==> src/rtl/word_assembler_pkg.sv <==
// word_assembler_pkg
//   Shared definitions for the word assembler and its output FIFO:
//   - state_e : assembler FSM state encoding (IDLE / COLLECT / HOLD)
//   - ptr_w   : FIFO pointer width for a given depth
//   - level_w : FIFO occupancy width (must be able to hold DEPTH itself)
//   - cnt_w   : width of a counter that must reach n
package word_assembler_pkg;

  typedef enum logic [1:0] {
    ST_IDLE    = 2'd0,
    ST_COLLECT = 2'd1,
    ST_HOLD    = 2'd2
  } state_e;

  function automatic int ptr_w(input int depth);
    return (depth < 2) ? 1 : $clog2(depth);
  endfunction

  function automatic int level_w(input int depth);
    return $clog2(depth) + 1;
  endfunction

  function automatic int cnt_w(input int n);
    return (n < 2) ? 1 : $clog2(n + 1);
  endfunction

endpackage

==> src/rtl/sync_fifo.sv <==
// sync_fifo
//   Single-clock show-ahead FIFO. The head word is visible on rd_data while
//   the FIFO is non-empty (rd_data reads 0 when empty). Push into a full FIFO
//   is accepted only when a pop happens on the same edge.
// Ports:
//   clk, rst_n        clock, asynchronous active-low reset
//   push, wr_data     write request and data
//   pop               read request (ignored while empty)
//   rd_data           head-of-FIFO word
//   full, empty       status flags
//   level             current occupancy (0..DEPTH)
module sync_fifo
  import word_assembler_pkg::*;
#(
  parameter int WIDTH = 32,
  parameter int DEPTH = 4
) (
  input  logic                        clk,
  input  logic                        rst_n,
  input  logic                        push,
  input  logic [WIDTH-1:0]            wr_data,
  input  logic                        pop,
  output logic [WIDTH-1:0]            rd_data,
  output logic                        full,
  output logic                        empty,
  output logic [level_w(DEPTH)-1:0]   level
);

  localparam int PW = ptr_w(DEPTH);
  localparam int LW = level_w(DEPTH);

  logic [WIDTH-1:0] mem_q [DEPTH];
  logic [PW-1:0]    wr_ptr_q, wr_ptr_d;
  logic [PW-1:0]    rd_ptr_q, rd_ptr_d;
  logic [LW-1:0]    level_q, level_d;
  logic             do_push, do_pop;

  assign full    = (level_q == LW'(DEPTH));
  assign empty   = (level_q == '0);
  assign level   = level_q;
  assign do_pop  = pop && !empty;
  assign do_push = push && (!full || do_pop);
  assign rd_data = empty ? '0 : mem_q[rd_ptr_q];

  // DEPTH is a power of two, so pointers wrap by natural overflow.
  always_comb begin
    wr_ptr_d = wr_ptr_q + (do_push ? PW'(1) : PW'(0));
    rd_ptr_d = rd_ptr_q + (do_pop  ? PW'(1) : PW'(0));
    level_d  = level_q;
    case ({do_push, do_pop})
      2'b10:   level_d = level_q + LW'(1);
      2'b01:   level_d = level_q - LW'(1);
      default: level_d = level_q;
    endcase
  end

  always_ff @(posedge clk or negedge rst_n) begin
    if (!rst_n) begin
      wr_ptr_q <= '0;
      rd_ptr_q <= '0;
      level_q  <= '0;
    end else begin
      wr_ptr_q <= wr_ptr_d;
      rd_ptr_q <= rd_ptr_d;
      level_q  <= level_d;
    end
  end

  // Storage carries no reset; stale contents are never visible because
  // rd_data is forced to 0 while empty.
  always_ff @(posedge clk) begin
    if (do_push) mem_q[wr_ptr_q] <= wr_data;
  end

endmodule

==> src/rtl/word_assembler.sv <==
// word_assembler
//   Packs BYTES symbols of IN_W bits into one OUT_W word and queues finished
//   words in a show-ahead FIFO. A completed word that finds the FIFO full is
//   held (in_ready low) until a slot frees. An optional idle timeout drops a
//   partially assembled word.
// Ports:
//   clk, rst_n                 clock, asynchronous active-low reset
//   in_data, in_data_ready     input symbol and its valid
//   in_ready                   symbol can be accepted this cycle
//   out_data, out_data_ready   head word and its valid
//   out_ack                    consumer pops the head word
//   level                      FIFO occupancy
//   timeout_err                one-cycle pulse when a partial word is dropped
//   overflow_err               sticky: symbol offered while in_ready was low
module word_assembler
  import word_assembler_pkg::*;
#(
  parameter int IN_W      = 8,
  parameter int BYTES     = 4,
  parameter bit MSB_FIRST = 1'b1,
  parameter int TIMEOUT   = 0,
  parameter int DEPTH     = 4
) (
  input  logic                       clk,
  input  logic                       rst_n,
  input  logic [IN_W-1:0]            in_data,
  input  logic                       in_data_ready,
  output logic                       in_ready,
  output logic [IN_W*BYTES-1:0]      out_data,
  output logic                       out_data_ready,
  input  logic                       out_ack,
  output logic [level_w(DEPTH)-1:0]  level,
  output logic                       timeout_err,
  output logic                       overflow_err
);

  localparam int OUT_W  = IN_W * BYTES;
  localparam int CNT_W  = ptr_w(BYTES);
  localparam int IDLE_W = cnt_w(TIMEOUT);

  state_e            state_q, state_d;
  logic [CNT_W-1:0]  count_q, count_d;
  logic [OUT_W-1:0]  word_q, word_d;
  logic [IDLE_W-1:0] idle_q, idle_d;
  logic              timeout_err_q, timeout_err_d;
  logic              overflow_err_q, overflow_err_d;

  logic accept;
  logic fifo_push, fifo_pop, fifo_full, fifo_empty, slot_free;

  assign in_ready       = (state_q != ST_HOLD);
  assign accept         = in_data_ready && in_ready;
  assign fifo_pop       = out_ack && !fifo_empty;
  // A full FIFO still takes a word on an edge where the head is popped.
  assign slot_free      = !fifo_full || fifo_pop;
  assign out_data_ready = !fifo_empty;
  assign timeout_err    = timeout_err_q;
  assign overflow_err   = overflow_err_q;

  always_comb begin
    state_d        = state_q;
    count_d        = count_q;
    word_d         = word_q;
    idle_d         = idle_q;
    fifo_push      = 1'b0;
    timeout_err_d  = 1'b0;
    overflow_err_d = overflow_err_q | (in_data_ready && !in_ready);

    if (accept) begin
      for (int k = 0; k < BYTES; k++) begin
        if (count_q == CNT_W'(k)) begin
          if (MSB_FIRST) word_d[OUT_W-(k+1)*IN_W +: IN_W] = in_data;
          else           word_d[k*IN_W +: IN_W]           = in_data;
        end
      end
      idle_d = '0;
      if (count_q == CNT_W'(BYTES - 1)) begin
        count_d = '0;
        if (slot_free) begin
          fifo_push = 1'b1;
          state_d   = ST_IDLE;
        end else begin
          // Finished word stays in word_q until the FIFO has room.
          state_d = ST_HOLD;
        end
      end else begin
        count_d = count_q + CNT_W'(1);
        state_d = ST_COLLECT;
      end
    end else begin
      case (state_q)
        ST_HOLD: begin
          if (slot_free) begin
            fifo_push = 1'b1;
            state_d   = ST_IDLE;
          end
        end
        ST_COLLECT: begin
          if (TIMEOUT > 0) begin
            if (idle_q == IDLE_W'(TIMEOUT - 1)) begin
              state_d       = ST_IDLE;
              count_d       = '0;
              idle_d        = '0;
              timeout_err_d = 1'b1;
            end else begin
              idle_d = idle_q + IDLE_W'(1);
            end
          end
        end
        default: ;
      endcase
    end
  end

  always_ff @(posedge clk or negedge rst_n) begin
    if (!rst_n) begin
      state_q        <= ST_IDLE;
      count_q        <= '0;
      word_q         <= '0;
      idle_q         <= '0;
      timeout_err_q  <= 1'b0;
      overflow_err_q <= 1'b0;
    end else begin
      state_q        <= state_d;
      count_q        <= count_d;
      word_q         <= word_d;
      idle_q         <= idle_d;
      timeout_err_q  <= timeout_err_d;
      overflow_err_q <= overflow_err_d;
    end
  end

  sync_fifo #(
    .WIDTH (OUT_W),
    .DEPTH (DEPTH)
  ) u_fifo (
    .clk     (clk),
    .rst_n   (rst_n),
    .push    (fifo_push),
    .wr_data (word_d),
    .pop     (fifo_pop),
    .rd_data (out_data),
    .full    (fifo_full),
    .empty   (fifo_empty),
    .level   (level)
  );

endmodule

==> config.mk <==
export PLATFORM = sky130hd
export DESIGN_NAME = word_assembler
export DESIGN_NICKNAME = d
export VERILOG_FILES = /design/src/rtl/word_assembler_pkg.sv /design/src/rtl/sync_fifo.sv /design/src/rtl/word_assembler.sv
export SDC_FILE = /design/constraint.sdc
export NUM_CORES = 1
export LEC_CHECK = 0
export CAP_MARGIN = 20
export CELL_PAD_IN_SITES_DETAIL_PLACEMENT = 1
export CELL_PAD_IN_SITES_GLOBAL_PLACEMENT = 1
export CORE_MARGIN = 5
export CORE_UTILIZATION = 54
export DETAILED_ROUTE_END_ITERATION = 8
export GPL_ROUTABILITY_DRIVEN = 0
export GPL_TIMING_DRIVEN = 0
export MAX_ROUTING_LAYER = met4
export PLACE_DENSITY = 0.92
export SLEW_MARGIN = 20
export SYNTH_ARGS = -nofsm -noshare
export SYNTH_HDL_FRONTEND = slang
export SYNTH_SLANG_ARGS = --single-unit
==> constraint.sdc <==
create_clock -name clk -period 9.5 [get_ports clk]
set_input_delay 2.375 -clock clk [delete_from_list [all_inputs] [get_ports clk]]
set_output_delay 2.375 -clock clk [all_outputs]
set_load 0.05 [all_outputs]
==> flow_summary.yaml <==
status:
  status: "finished clean"
worst_setup_path:
  cp_max_fo: 10
  crit_start: "u_fifo.level[2]$_DFFE_PN0P_"
  critPathCaptureType: "output port"
  arrival_ns: 2.82
  cp.required_ns: 7.13
  path_class: "reg -> out"
  startpoint_type: "flop"
  worstRegToRegCells: 9
  rrSetupSlack_ns: 6.85
  reg2reg_to: "u_fifo.level[2]$_DFFE_PN0P_"
  r2r-start: "u_fifo.level[2]$_DFFE_PN0P_"
cts:
  cts_resized: 0
  cts_buffer_depth: 2
  numClockSinks: 172
  cts.htree.levels: 4
  post-cts-setup-buffers: 0
  cts_tree: "built"
  root_buffer: "clkbuf_16"
  clk-insertion-delay-late_ns: 0.43
  hold_buffers: 0
  cts_inserted_buffers: 17
  clk_pin_slew_ns: 0.07
hold_path:
  hold_depth: 1
  holdPathEnd: "overflow_err$_DFF_PN0_"
  hp-class: "reg -> reg"
  hp-start: "overflow_err$_DFF_PN0_"
synthesis:
  synthCells: 330
  yosysSeqAreaShare_pct: 73.9
  synth_cell_types: 31
  yosysTopAreaCellShare_pct: 57.4
  synth_seq_cells: 172
  synth_area_mm2: 0.00669
  syn_nets: 350
  synth_area_leaders: "edfxtp_1 57%, dfrtp_1 16%, mux4_2 11%"
  ys_warn_count: 0
  avgSynthCellArea_um2: 20.3
  yosys.area.top_type: "edfxtp_1"
cells_and_area:
  antennaDiodeCount: 0
  fin_cells: 592
  areaGrowthSynthToFinish_pct: 21.8
  final_nets: 431
  fin_area_mm2: 0.00815
  fill_cells: 980
  layout-drive-gt1-share_pct: 30.7
  final_util_pct: 67.6
power_and_ir_drop:
  combinationalPowerShare_pct: 41.5
  seq_power_share_pct: 35.8
  vdd.ir_drop.worst_v: 0.000227
  power.internal_w: 0.00199
  netSwitchingPower_w: 0.00116
  powerDensity_mw_per_mm2: 386
  clkPwrFrac_pct: 22.7
  p_sw_share_pct: 36.8
  cellLeakagePower_nw: 2.92
placement:
  dp_hpwl_mm: 9.92
  dp_cells: 560
  dpl_cell_area_mm2: 0.00755
  port_buffers: 48
drt:
  final_antenna_net_count: 0
  drc: 0
  drt_first_pass_iters: 4
  num_vias: 3318
  finalWirelength_mm: 15.4
  route.detailed.vias_per_inst: 5.60
  drtIter0Drc: 292
  wl_per_cell_um: 26.0
die:
  rows: 40
  core_mm2: 0.0121
  initial_utilization_pct: 55.5
  die-height_um: 121
  io_pins: 51
  dieArea_mm2: 0.0147
  die_width_um: 121
run:
  max_cap_viol_count: 0
grt:
  antenna_found_initial: 0
  grt_usage_pct: 23.4
  overflow: 0
  grt_pass1_vias: 3738
  grt_max_degree: 29
  grt_pass1_wl_mm: 23.6
sta:
  setup_viol: 0
  slew_viol_final: 0
  finalSetupTns_ns: 0
  rsz0062_at_grt: "false"
  hold_viol: 0
  slew_headroom_pct: 51.3
  fmax_ghz: 0.192
  timing.final.crit_share_pct: 54.7
  clock_skew_ns: 0.00901
  tightestPinTransition_ns: 0.730
  period_minus_slack_ns: 5.20
[placed cells by master, fill, tap and decap left out, drive strengths merged, types with 2 or more instances in the layout]
master         instances
a21o                   2
a21oi                  2
buf                   24
bufinv                 4
clkbuf                22
clkdlybuf4s50         47
clkinv                 8
clkinvlp               2
dfrtp                 44
edfxtp               128
ha                     7
inv                    9
mux2                  34
mux4                  32
nand2                  3
nand3                  3
nor2                   3
nor2b                 34
nor3                   2
nor3b                  2
xor2                   4
[metal layers]
metal | vias to the layer above | part of all wire [%] | global-route usage (%)
met5 | - | 0 | -
met2 | 92 | 55 | 40.3
met3 | 17 | 3.3 | 5.08
met4 | 0 | 1.1 | 5.81
li1 | 1430 | - | -
met1 | 1779 | 41 | 28.5
[worst max-delay path by stage]
stage | to | slack [ns]
final | out_data[17] | 4.30
after global routing | out_data[31] | 4.17
after CTS | out_data[17] | 4.23
after detailed placement | out_data[29] | 4.72
after global placement | u_fifo.mem_q[1][12]$_DFFE_PP_ | 1.69
after floorplan | u_fifo.mem_q[1][0]$_DFFE_PP_ | 3.79
[cells by family (layout without fill, tap and decap cells)]
family	count (synthesis)	after routing	share of synthesized area, %
compound gates	6	6	0.598
fa+ha+maj	8	8	1.61
simple gates	49	49	4.71
buf+inv	22	116	1.85
flops	172	172	73.9
mux	67	67	16.6
other cells	1	1	0.0560
xor+xnor	5	5	0.654
[power by group through the flow]
stage | Sequential [W] | Combinational [W] | Clock, W
after floorplan | 0.00114 | 0.000870 | 0
after global placement | 0.00112 | 0.00123 | 0
after detailed placement | 0.00113 | 0.00130 | 0
after CTS | 0.00113 | 0.00132 | 0.000720
after global routing | 0.00114 | 0.00138 | 0.000767
final | 0.00113 | 0.00130 | 0.000714
[layout make-up]
cell class / count / area (um^2) / share of cell area, %
multi-input combinational: 136 / 1640 / 20.1
buffer: 13 / 90.1 / 1.10
timing repair buffer: 62 / 628 / 7.70
sequential: 172 / 4940 / 60.7
clock inverter: 14 / 176 / 2.16
clock buffer: 18 / 429 / 5.26
inverter: 9 / 33.8 / 0.414
tap: 168 / 210 / 2.58
[registers in the layout, indices dropped and copies added (netlist names)]
name,flops
u_fifo.level,3
overflow_err,1
word_q,32
state_q,2
u_fifo.mem_q,128
count_q,2
u_fifo.rd_ptr_q,2
u_fifo.wr_ptr_q,2
[cell usage after synthesis, drive strengths merged]
cell type	n
mux4	32
mux2	34
inv	9
nand2	3
edfxtp	128
mux2i	1
nor2b	34
and3	1
nor3	2
nand3	3
clkbuf	4
nor4b	1
xor2	4
ha	7
nor3b	2
buf	9
nor2	3
a21oi	2
conb	1
o21bai	1
fa	1
xnor2	1
a21o	2
a21boi	1
dfrtp	44
[stage by stage]
step | hold slack [ns] | setup slack [ns] | power [W]
4_1_cts | 0.464 | 4.23 | 0.00317
6_report | 0.458 | 4.30 | 0.00314
3_5_place_dp | 0.448 | 4.72 | 0.00244
3_3_place_gp | 0.442 | 1.69 | 0.00235
5_1_grt | 0.489 | 4.17 | 0.00328
2_1_floorplan | 0.488 | 3.79 | 0.00201
[worst max-delay path, stage by stage, from the launching register on]
cell             delay [ns]
dfrtp_1                0.42
nor3_2                 0.57
clkbuf_1               0.52
nor2b_1                0.13
clkdlybuf4s50_1        0.75
(Power assumes the default switching activity.)
